File: src/rtl/gpio_mmio_pkg.sv
// gpio_mmio_pkg: shared constants and types for the memory-mapped GPIO block.
// Holds the per-port register offsets, the per-port address stride and the
// register-select enum used by the address decoder and the port slices.
// Optional feature macro affecting this block: GPIO_DEBOUNCE_EN.
package gpio_mmio_pkg;

    // Word offsets of the registers inside one port window
    localparam logic [2:0] REG_DIN    = 3'd0;
    localparam logic [2:0] REG_DOUT   = 3'd1;
    localparam logic [2:0] REG_DIR    = 3'd2;
    localparam logic [2:0] REG_IRQ_EN = 3'd3;
    localparam logic [2:0] REG_PEND   = 3'd4;

    // Address distance between consecutive ports
    localparam int unsigned PORT_STRIDE = 8;

    typedef enum logic [2:0] {
        SEL_DIN    = REG_DIN,
        SEL_DOUT   = REG_DOUT,
        SEL_DIR    = REG_DIR,
        SEL_IRQ_EN = REG_IRQ_EN,
        SEL_PEND   = REG_PEND
    } reg_sel_e;

endpackage

File: src/rtl/gpio_port.sv
// gpio_port: one GPIO port slice.
// Holds the 2-flop input synchronizer, the optional debounce filter, the
// DOUT/DIR/IRQ_EN/PEND registers and the rising-edge -> PEND logic.
// Ports:
//   clk, rst       clock, asynchronous active-low reset
//   pin_i          raw asynchronous pin inputs
//   wr_i, sel_i    register write strobe (already decoded for this port) and register select
//   wdata_i        write data
//   din_o          filtered input value (DIN)
//   dout_o, dir_o, irq_en_o, pend_o   register contents
//   irq_c_o        combinational OR of PEND & IRQ_EN for this port
// Macro GPIO_DEBOUNCE_EN adds a per-port stability counter in front of DIN.
module gpio_port
    import gpio_mmio_pkg::*;
#(
    parameter int unsigned PORT_W = 24
`ifdef GPIO_DEBOUNCE_EN
    ,
    parameter int unsigned DEB_CYCLES = 16
`endif
) (
    input  logic              clk,
    input  logic              rst,
    input  logic [PORT_W-1:0] pin_i,
    input  logic              wr_i,
    input  reg_sel_e          sel_i,
    input  logic [PORT_W-1:0] wdata_i,
    output logic [PORT_W-1:0] din_o,
    output logic [PORT_W-1:0] dout_o,
    output logic [PORT_W-1:0] dir_o,
    output logic [PORT_W-1:0] irq_en_o,
    output logic [PORT_W-1:0] pend_o,
    output logic              irq_c_o
);

    logic [PORT_W-1:0] sync1_q, sync2_q;
    logic [PORT_W-1:0] din_w, din_prev_q, rise_c;
    logic [PORT_W-1:0] dout_q, dout_d, dir_q, dir_d;
    logic [PORT_W-1:0] irq_en_q, irq_en_d, pend_q, pend_d;

    // Two-stage synchronizer for the asynchronous pins
    always_ff @(posedge clk or negedge rst) begin
        if (!rst) begin
            sync1_q <= '0;
            sync2_q <= '0;
        end else begin
            sync1_q <= pin_i;
            sync2_q <= sync1_q;
        end
    end

`ifdef GPIO_DEBOUNCE_EN
    localparam int unsigned     CNT_W    = 16;
    localparam logic [CNT_W-1:0] CNT_LAST = CNT_W'(DEB_CYCLES - 1);

    logic [PORT_W-1:0] cand_q, cand_d, deb_q, deb_d;
    logic [CNT_W-1:0]  cnt_q, cnt_d;

    // cand_q tracks the latest synchronized vector; cnt_q counts how many
    // cycles it has been present. DIN takes it once the count is complete.
    always_comb begin
        cand_d = cand_q;
        cnt_d  = cnt_q;
        deb_d  = deb_q;
        if (sync2_q != cand_q) begin
            cand_d = sync2_q;
            cnt_d  = CNT_W'(1);
        end else if (cnt_q != CNT_LAST) begin
            cnt_d = cnt_q + CNT_W'(1);
        end else begin
            deb_d = cand_q;
        end
    end

    always_ff @(posedge clk or negedge rst) begin
        if (!rst) begin
            cand_q <= '0;
            cnt_q  <= '0;
            deb_q  <= '0;
        end else begin
            cand_q <= cand_d;
            cnt_q  <= cnt_d;
            deb_q  <= deb_d;
        end
    end

    assign din_w = deb_q;
`else
    assign din_w = sync2_q;
`endif

    assign rise_c = din_w & ~din_prev_q;

    // Register writes; a new rising edge overrides a same-cycle W1C
    always_comb begin
        dout_d   = dout_q;
        dir_d    = dir_q;
        irq_en_d = irq_en_q;
        pend_d   = pend_q | rise_c;
        if (wr_i) begin
            case (sel_i)
                SEL_DOUT:   dout_d   = wdata_i;
                SEL_DIR:    dir_d    = wdata_i;
                SEL_IRQ_EN: irq_en_d = wdata_i;
                SEL_PEND:   pend_d   = (pend_q & ~wdata_i) | rise_c;
                default:    ;
            endcase
        end
    end

    always_ff @(posedge clk or negedge rst) begin
        if (!rst) begin
            din_prev_q <= '0;
            dout_q     <= '0;
            dir_q      <= '0;
            irq_en_q   <= '0;
            pend_q     <= '0;
        end else begin
            din_prev_q <= din_w;
            dout_q     <= dout_d;
            dir_q      <= dir_d;
            irq_en_q   <= irq_en_d;
            pend_q     <= pend_d;
        end
    end

    assign din_o    = din_w;
    assign dout_o   = dout_q;
    assign dir_o    = dir_q;
    assign irq_en_o = irq_en_q;
    assign pend_o   = pend_q;
    assign irq_c_o  = |(pend_q & irq_en_q);

endmodule

File: src/rtl/gpio_mmio.sv
// gpio_mmio: memory-mapped GPIO block with N_PORTS ports of PORT_W bits.
// Register window of port p starts at BASE_ADDR + 8*p: DIN, DOUT, DIR,
// IRQ_EN, PEND (W1C). Unmapped accesses return 0 with rvalid and pulse bus_err.
// Ports:
//   clk, rst              clock, asynchronous active-low reset
//   addr, wdata, we, re   word-addressed single-cycle bus access
//   rdata, rvalid         read data, one cycle after re
//   bus_err               one-cycle pulse on an unmapped access
//   gpio_in               asynchronous pin inputs, port p at [p*PORT_W +: PORT_W]
//   gpio_out, gpio_oe     pin values / pin drive enables (DOUT / DIR)
//   irq                   level interrupt, OR of PEND & IRQ_EN over all ports
// Macro GPIO_DEBOUNCE_EN enables per-port input debouncing (DEB_CYCLES).
module gpio_mmio
    import gpio_mmio_pkg::*;
#(
    parameter int unsigned      N_PORTS    = 2,
    parameter int unsigned      PORT_W     = 24,
    parameter int unsigned      ADDR_W     = 24,
    parameter int unsigned      DATA_W     = 24,
    parameter logic [ADDR_W-1:0] BASE_ADDR = ADDR_W'('h001000),
    parameter int unsigned      DEB_CYCLES = 16
) (
    input  logic                      clk,
    input  logic                      rst,
    input  logic [ADDR_W-1:0]         addr,
    input  logic [DATA_W-1:0]         wdata,
    input  logic                      we,
    input  logic                      re,
    output logic [DATA_W-1:0]         rdata,
    output logic                      rvalid,
    output logic                      bus_err,
    input  logic [N_PORTS*PORT_W-1:0] gpio_in,
    output logic [N_PORTS*PORT_W-1:0] gpio_out,
    output logic [N_PORTS*PORT_W-1:0] gpio_oe,
    output logic                      irq
);

    localparam int unsigned SPAN  = PORT_STRIDE * N_PORTS;
    localparam int unsigned IDX_W = 3;

    // Elaboration-time parameter range checks
    if (N_PORTS < 1 || N_PORTS > 8) begin : g_bad_nports
        $error("gpio_mmio: N_PORTS must be 1..8");
    end
    if (PORT_W < 1 || PORT_W > DATA_W) begin : g_bad_portw
        $error("gpio_mmio: PORT_W must be 1..DATA_W");
    end
    if (ADDR_W < 6) begin : g_bad_addrw
        $error("gpio_mmio: ADDR_W must be at least 6");
    end
    if (DEB_CYCLES < 2 || DEB_CYCLES > 65535) begin : g_bad_deb
        $error("gpio_mmio: DEB_CYCLES must be 2..65535");
    end

    logic [ADDR_W-1:0] off_c;
    logic              in_range_c, mapped_c, wr_c;
    logic [IDX_W-1:0]  port_c;
    reg_sel_e          sel_c;
    logic [PORT_W-1:0] rd_val_c;

    logic [PORT_W-1:0] din_w    [N_PORTS];
    logic [PORT_W-1:0] dout_w   [N_PORTS];
    logic [PORT_W-1:0] dir_w    [N_PORTS];
    logic [PORT_W-1:0] irq_en_w [N_PORTS];
    logic [PORT_W-1:0] pend_w   [N_PORTS];
    logic [N_PORTS-1:0] port_irq_c;

    logic              rst_done_q;
    logic [DATA_W-1:0] rdata_q, rdata_d;
    logic              rvalid_q, rvalid_d, bus_err_q, bus_err_d, irq_q;

    // Address decode: block range, port index, register offset
    assign off_c      = addr - BASE_ADDR;
    assign in_range_c = (addr >= BASE_ADDR) && ({1'b0, off_c} < (ADDR_W+1)'(SPAN));
    assign port_c     = off_c[5:3];
    assign sel_c      = reg_sel_e'(off_c[2:0]);
    assign mapped_c   = in_range_c && (off_c[2:0] <= REG_PEND);
    // Accesses in the first cycle after reset release are dropped
    assign wr_c       = we && rst_done_q && mapped_c;

    for (genvar p = 0; p < N_PORTS; p++) begin : g_port
        gpio_port #(
            .PORT_W    (PORT_W)
`ifdef GPIO_DEBOUNCE_EN
            ,
            .DEB_CYCLES(DEB_CYCLES)
`endif
        ) u_port (
            .clk     (clk),
            .rst     (rst),
            .pin_i   (gpio_in[p*PORT_W +: PORT_W]),
            .wr_i    (wr_c && (port_c == IDX_W'(p))),
            .sel_i   (sel_c),
            .wdata_i (wdata[PORT_W-1:0]),
            .din_o   (din_w[p]),
            .dout_o  (dout_w[p]),
            .dir_o   (dir_w[p]),
            .irq_en_o(irq_en_w[p]),
            .pend_o  (pend_w[p]),
            .irq_c_o (port_irq_c[p])
        );
        assign gpio_out[p*PORT_W +: PORT_W] = dout_w[p];
        assign gpio_oe[p*PORT_W +: PORT_W]  = dir_w[p];
    end

    // Read mux over the pre-write register contents
    always_comb begin
        rd_val_c = '0;
        for (int p = 0; p < N_PORTS; p++) begin
            if (port_c == IDX_W'(p)) begin
                case (sel_c)
                    SEL_DIN:    rd_val_c = din_w[p];
                    SEL_DOUT:   rd_val_c = dout_w[p];
                    SEL_DIR:    rd_val_c = dir_w[p];
                    SEL_IRQ_EN: rd_val_c = irq_en_w[p];
                    SEL_PEND:   rd_val_c = pend_w[p];
                    default:    rd_val_c = '0;
                endcase
            end
        end
    end

    // Bus response
    always_comb begin
        rdata_d   = '0;
        rvalid_d  = 1'b0;
        bus_err_d = 1'b0;
        if (rst_done_q) begin
            rvalid_d  = re;
            bus_err_d = (we || re) && !mapped_c;
            if (re && mapped_c) begin
                rdata_d = DATA_W'(rd_val_c);
            end
        end
    end

    always_ff @(posedge clk or negedge rst) begin
        if (!rst) begin
            rst_done_q <= 1'b0;
            rdata_q    <= '0;
            rvalid_q   <= 1'b0;
            bus_err_q  <= 1'b0;
            irq_q      <= 1'b0;
        end else begin
            rst_done_q <= 1'b1;
            rdata_q    <= rdata_d;
            rvalid_q   <= rvalid_d;
            bus_err_q  <= bus_err_d;
            irq_q      <= |port_irq_c;
        end
    end

    assign rdata   = rdata_q;
    assign rvalid  = rvalid_q;
    assign bus_err = bus_err_q;
    assign irq     = irq_q;

endmodule

File: config.mk
export PLATFORM = sky130hd
export DESIGN_NAME = gpio_mmio
export DESIGN_NICKNAME = d
export VERILOG_FILES = /design/src/rtl/gpio_mmio_pkg.sv /design/src/rtl/gpio_port.sv /design/src/rtl/gpio_mmio.sv
export SDC_FILE = /design/constraint.sdc
export NUM_CORES = 1
export LEC_CHECK = 0
export BUFFER_PORTS_ARGS = -buffer_cell sky130_fd_sc_hd__clkbuf_2
export CAP_MARGIN = 20
export CORE_AREA = 2 2 158 160
export DETAILED_ROUTE_END_ITERATION = 8
export DIE_AREA = 0 0 160 162
export GPL_ROUTABILITY_DRIVEN = 0
export PLACE_DENSITY = 0.87
export SLEW_MARGIN = 30
export SYNTH_ARGS = -nofsm -noshare
export SYNTH_HDL_FRONTEND = slang
export SYNTH_HIERARCHICAL = 1
export SYNTH_SLANG_ARGS = --single-unit
export TNS_END_PERCENT = 20
File: constraint.sdc
create_clock -name clk -period 3.01 [get_ports clk]
set_clock_uncertainty 0.2 [all_clocks]
set_input_delay 0.602 -clock clk [delete_from_list [all_inputs] [get_ports clk]]
set_output_delay 0.602 -clock clk [all_outputs]
set_load 0.02 [all_outputs]
==> results of run 1 <==
-- through the flow --
step,hold WS (ps),power [uW]
final,8.09,10600
after CTS,0.768,10600
after global placement,132,5620
after floorplan,106,5330
after detailed placement,135,5640
after global routing,0.783,10900
-- how the worst min path moves through the flow --
stage / end / slack [ps] / from
2_1_floorplan: bus_err / 110 / rst
3_3_place_gp: g_port[0].u_port/din_o[19] / 130 / g_port[0].u_port/sync1_q[19]
3_5_place_dp: g_port[0].u_port/din_o[18] / 130 / g_port[0].u_port/sync1_q[18]
4_1_cts: g_port[0].u_port/sync1_q[6] / 0.8 / gpio_in[6]
5_1_grt: g_port[0].u_port/sync1_q[13] / 0.8 / gpio_in[13]
6_report: g_port[0].u_port/sync1_q[2] / 8 / gpio_in[2]
-- final cells by class --
type	count	area [um2]	share of cell area [%]
Clock buffer	51	1090	6.04
Clock inverter	14	253	1.40
Inverter	51	191	1.06
Multi-Input combinational cell	588	4850	26.9
Sequential cell	364	9110	50.5
Tap cell	324	405	2.25
Timing Repair Buffer	312	2120	11.8
-- cell usage after synthesis (7+ instances only) --
library cell  number  area [um2]
a21oi_1           43         215
a22o_1            48         420
a22oi_1           83         623
buf_2             19        95.1
buf_4              7        52.6
buf_6             28         315
clkbuf_1          12        45.0
dfrtp_1          364        9110
inv_1             51         191
mux2_2           173        1950
mux2_4            10         150
mux2i_1           10         100
nand2_1           53         199
nand4_1            7        43.8
nor2_1            30         113
nor3b_1           39         293
o21ai_0            7        35.0
o22ai_1           38         238
-- power by group --
part	total (uW)	switching [uW]	internal [uW]
clock network	5000	1880	3130
registers	5040	51.0	4990
logic	568	353	215
-- what timing repair did --
item / 4_1_cts / 5_1_grt
buffers inserted: 0 / 0
hold buffers: 44 / 0
hold endpoints to repair: 116 / 0
-- routing by layer --
| layer | wire, um | global-route usage [%] | up-vias |
|---|---|---|---|
| met2 | 18900 | 48.9 | 615 |
| met1 | 15700 | 43.8 | 5371 |
| li1 | - | - | 4456 |
| met3 | 4040 | 7.94 | 140 |
| met4 | 1720 | 14.1 | 2 |
| met5 | 30 | 0 | - |
-- worst max-delay path, stage by stage --
cell and delay (ps):
clkbuf_2 90, nor4_1 290, nand4_1 140, nor3_2 220, nand3_1 140, nor4_1 230, buf_4 190, and4bb_1 340
buf_12 210, mux2_2 360
-- registers in the layout, indices dropped and copies added (netlist names), 24 cells and up --
| name | count |
|---|---|
| g_port.u_port/din_prev_q | 48 |
| g_port.u_port/dout_o | 48 |
| rdata | 24 |
| g_port.u_port/irq_en_o | 48 |
| g_port.u_port/dir_o | 48 |
| g_port.u_port/sync1_q | 48 |
| g_port.u_port/pend_o | 48 |
| g_port.u_port/din_o | 48 |
-- cell families (layout without fill, tap and decap cells) --
kind of cell	Yosys count	count (layout)	share of synthesized area, %
multiplexers	197	197	15.6
AND/OR/NAND/NOR	160	160	6.12
AO/OA/AOI/OAI	230	230	11.1
other	1	1	0.0256
flip-flops	364	364	62.2
buffers and inverters	119	428	5.01
==> results.txt, run 1 <==
maximum clock frequency = 381 MHz
Arrival @ worst endpoint = 2830 ps
CP startpoint = addr[4]
Detail Route Antenna Nets = 0
Clk Latency, worst-skew pair = 520 ps
Pins Over Slew Limit = 0
drt total wl = 40300 um
clock sinks = 364
worst flop-to-flop path startpoint = rst_done_q
num rows = 57
DRC = 0
Final Hold Viols = 0
CP endpoint kind = register
largest net degree at the start of global routing = 135
final core occ = 74.8%
setup_tns = 0 ps
EDFF count, synth = 0
run status = finished clean
Starting DRT DRC Count = 1277
flops & latches, synth = 364
R2R depth = 6
antenna violations before repair = 1
Post-Syn Area per Cell = 13.7 um2
Critical Path RT = 3210 ps
YS warnings = 6
ANT cells = 0
register area share after synthesis = 62.2%
Syn Nets = 1171
DR pass1 iterations = 6
most frequent cells in the layout = dfrtp_1, clkbuf_2, mux2_2
post-route cell area = 0.0180 mm2
# port buffers = 222
type of origin of the critical path = input pin
worst setup margin = 382 ps
VDD IR max = 0.473 mV
post-place instance area = 0.0162 mm2
mapped cell area = 0.0147 mm2
CTS root buffer = clkbuf_16
critical path peak fanout = 12
Tcrit/Tclk final = 87.3%
Resized Gates After CTS = 0
gr ovfl total = 0
Power per Cell Area = 589 mW/mm2
Layout area overhead = 23.0%
IO Pins = 223
commonest non-fill, non-tap cell in the layout = dfrtp_1
RSZ-0062 raised after global routing = no
Total GRT Usage = 31.8%
Netlist cell types = 44
r2r setup slk = 870 ps
Main synth FF type = dfrtp_1
H-tree Lvls = 2
Hold Path Stages = 1
final worst path period need = 2630 ps
Worst slew margin = 53.2%
die area = 0.0259 mm2
critical path class = input pin to register
die width = 160 um
clock slew at reported path FFs = 60 ps
chip height = 162 um
final std cells w/o fill = 1704
via-per-instance ratio = 6.21
initial core utilization = 60.8%
clock buffer depth = 3
worst-margin pin slew = 699 ps
first-pass GRT wire length = 63700 um
end point of the critical path = g_port[0].u_port/dout_o[14]
Net count, final = 1454
Vias = 10.6k
layout cell share with drive strength beyond 1 = 38.4%
Final Setup Violations = 0
Setup Slack @ Placement = -113 ps
Hold Crit Class = input pin to register
dpl hpwl = 25300 um
Placed Cells = 1595
Pleak = 0.00878 uW
core area = 0.0241 mm2
R2R Path End = g_port[0].u_port/dout_o[14]
Post-Synthesis Cells = 1071
routed len/inst = 23.7 um
max cap viols = 0
CTS tree = yes
post-synthesis async set-or-reset flop share = 100%
vias in the first global route = 11.0k
Num CTS Buffers = 37
Fill cells = 1492
No activity file was read; power rests on OpenSTA's default activity.
==> run 2: changes to the inputs <==
- CORE_AREA: 2 2 158 160 -> 2 2 164 166
- DIE_AREA: 0 0 160 162 -> 0 0 166 168
- PLACE_DENSITY: 0.87 -> 0.82
- clock period: 3.01 -> 2.8 ns (I/O delays scaled with it)
==> run 2 against run 1 <==
Against the previous run: power rose by 3.1%; largest cell class unchanged; sequential share of layout area barely moved; sequential cell count unchanged; sequential power increased by 7.5%; wire length up 0.32%.
==> results.txt, run 2 (synthesized netlist as in run 1, its figures left out) <==
Vias = 10.5k (-0.35%)
run status = finished clean
RSZ-0062 raised after global routing = no
clock slew at reported path FFs = 60 ps (about the same)
CTS tree = yes
most frequent cells in the layout = dfrtp_1, clkbuf_2, mux2_2
Net count, final = 1468 (+0.96%)
Clk pwr share = 44.7% (-2.4 points)
critical path peak fanout = 12 (unchanged)
via-per-instance ratio = 6.08 (-2.1%)
Arrival @ worst endpoint = 2740 ps (-90 ps)
Worst slew margin = 52.4% (-0.82 points)
clock sinks = 364 (unchanged)
Final Hold Viols = 0 (unchanged)
Fill cells = 1784 (+20%)
worst-margin pin slew = 714 ps (+14.8 ps)
Final Setup Violations = 0 (unchanged)
CTS root buffer = clkbuf_16
final core occ = 68.3% (-6.4 points)
sw frac = 22.0% (+0.54 points)
die width = 166 um (+3.8%)
layout cell share with drive strength beyond 1 = 38.4% (about the same)
routed len/inst = 23.3 um (-1.4%)
largest net degree at the start of global routing = 133 (-1.5%)
vias in the first global route = 10.9k (-1.1%)
Sw Pwr = 2410 uW (+5.7%)
Power per Cell Area = 608 mW/mm2 (+3.2%)
chip height = 168 um (+3.7%)
CP endpoint kind = register
commonest non-fill, non-tap cell in the layout = dfrtp_1
Num CTS Buffers = 37 (unchanged)
VDD IR max = 0.424 mV (-10%)
maximum clock frequency = 391 MHz
Tcrit/Tclk final = 91.3%
final worst path period need = 2560 ps
Starting DRT DRC Count = 1109 (-13%)
die area = 0.0279 mm2 (+7.6%)
PnR Total Power = 10900 uW (+3.1%)
GR peak layer = met2
antenna violations before repair = 0 (-1)
core area = 0.0264 mm2 (+9.3%)
max cap viols = 0 (unchanged)
Layout area overhead = 22.9% (about the same)
M1 GR Usage = 40.4% (-3.4 points)
H-tree Lvls = 2 (unchanged)
internal power = 8540 uW (+2.4%)
IO Pins = 223 (unchanged)
critical path class = input pin to register
worst setup margin = 243 ps (-139 ps)
Critical Path RT = 2980 ps (-230 ps)
Detail Route Antenna Nets = 0 (unchanged)
Hold Crit Class = input pin to register
M3 GR Usage = 6.68% (-1.3 points)
gr ovfl total = 0 (unchanged)
DR pass1 iterations = 5 (-1)
ANT cells = 0 (unchanged)
initial core utilization = 55.6% (-5.2 points)
DRC = 0 (unchanged)
Setup Slack @ Placement = -252 ps (-139 ps)
Total GRT Usage = 29.0% (-2.9 points)
drt total wl = 40500 um (+0.32%)
# port buffers = 222 (unchanged)
Pleak = 0.00876 uW (-0.21%)
Pins Over Slew Limit = 0 (unchanged)
dpl hpwl = 26300 um (+3.7%)
first-pass GRT wire length = 62700 um (-1.6%)
GR Util met2 = 44.5% (-4.4 points)
type of origin of the critical path = input pin
clock buffer depth = 3 (unchanged)
Flop pwr share = 49.5% (+2.0 points)
combinational power share = 5.7% (+0.4 points)
num rows = 60 (+5.3%)
Clk Latency, worst-skew pair = 520 ps (about the same)
[run 2: worst max-delay path, stage by stage]
cell and delay, ps:
clkbuf_2 90, nor4_1 290, nand4_1 150, nor3_2 250
nand3_1 190, nor4_2 170, buf_4 160, and4bb_1 210
buf_4 270, mux2_2 380
[run 2: power groups by stage]
stage               Sequential [uW]  Combinational [uW]  Clock, uW
finish                         5420                 626       4900
global route                   5430                 681       5190
CTS                            5420                 619       4950
detailed placement             5520                 558          0
global placement               5510                 546          0
floorplan                      5500                 232          0
[run 2: worst paths after layout]
path / start / endpoint / slack, ps / depth (start not counted)
min in group asynchronous: rst / g_port[1].u_port/din_prev_q[18] / 430 / 2
worst min register to register: g_port[1].u_port/sync1_q[16] / g_port[1].u_port/din_o[16] / 140 / 0
max in group asynchronous: rst / rdata[6] / 1250 / 3
worst min-delay path: we / bus_err / 140 / 3
worst max-delay path: addr[4] / g_port[0].u_port/dir_o[23] / 240 / 10
worst max register to register: rst_done_q / g_port[0].u_port/dir_o[23] / 760 / 6
[run 2: per-stage QoR]
stage	hold WS, ps	cell area [um2]	TNS [ps]	cells
final	136	18000	0	1734
after global routing	136	18000	0	1734
after CTS	124	18000	0	1734
after detailed placement	136	16300	-30780	1621
after global placement	133	16300	-21820	1621
after floorplan	64.4	14700	0	1071
[run 2: cell type report]
cell class | instances | area (um2) | area share, %
Sequential cell | 364 | 9110 | 50.6
Multi-Input combinational cell | 588 | 4860 | 27.0
Timing Repair Buffer | 326 | 2210 | 12.3
Clock buffer | 52 | 1060 | 5.91
Tap cell | 341 | 427 | 2.37
Inverter | 51 | 191 | 1.06
Clock inverter | 12 | 146 | 0.813
[run 2: what timing repair did]
item,4_1_cts,5_1_grt
hold buffers,49,0
setup buffers,0,0
resized for setup,0,2
setup endpoints to repair,0,7
endpoints found under the hold margin,111,0
[run 2: metal layers]
metal	vias up	share of wire [%]
met5	-	0
met4	0	3.8
met3	110	10
met2	605	46
met1	5348	40
li1	4484	-
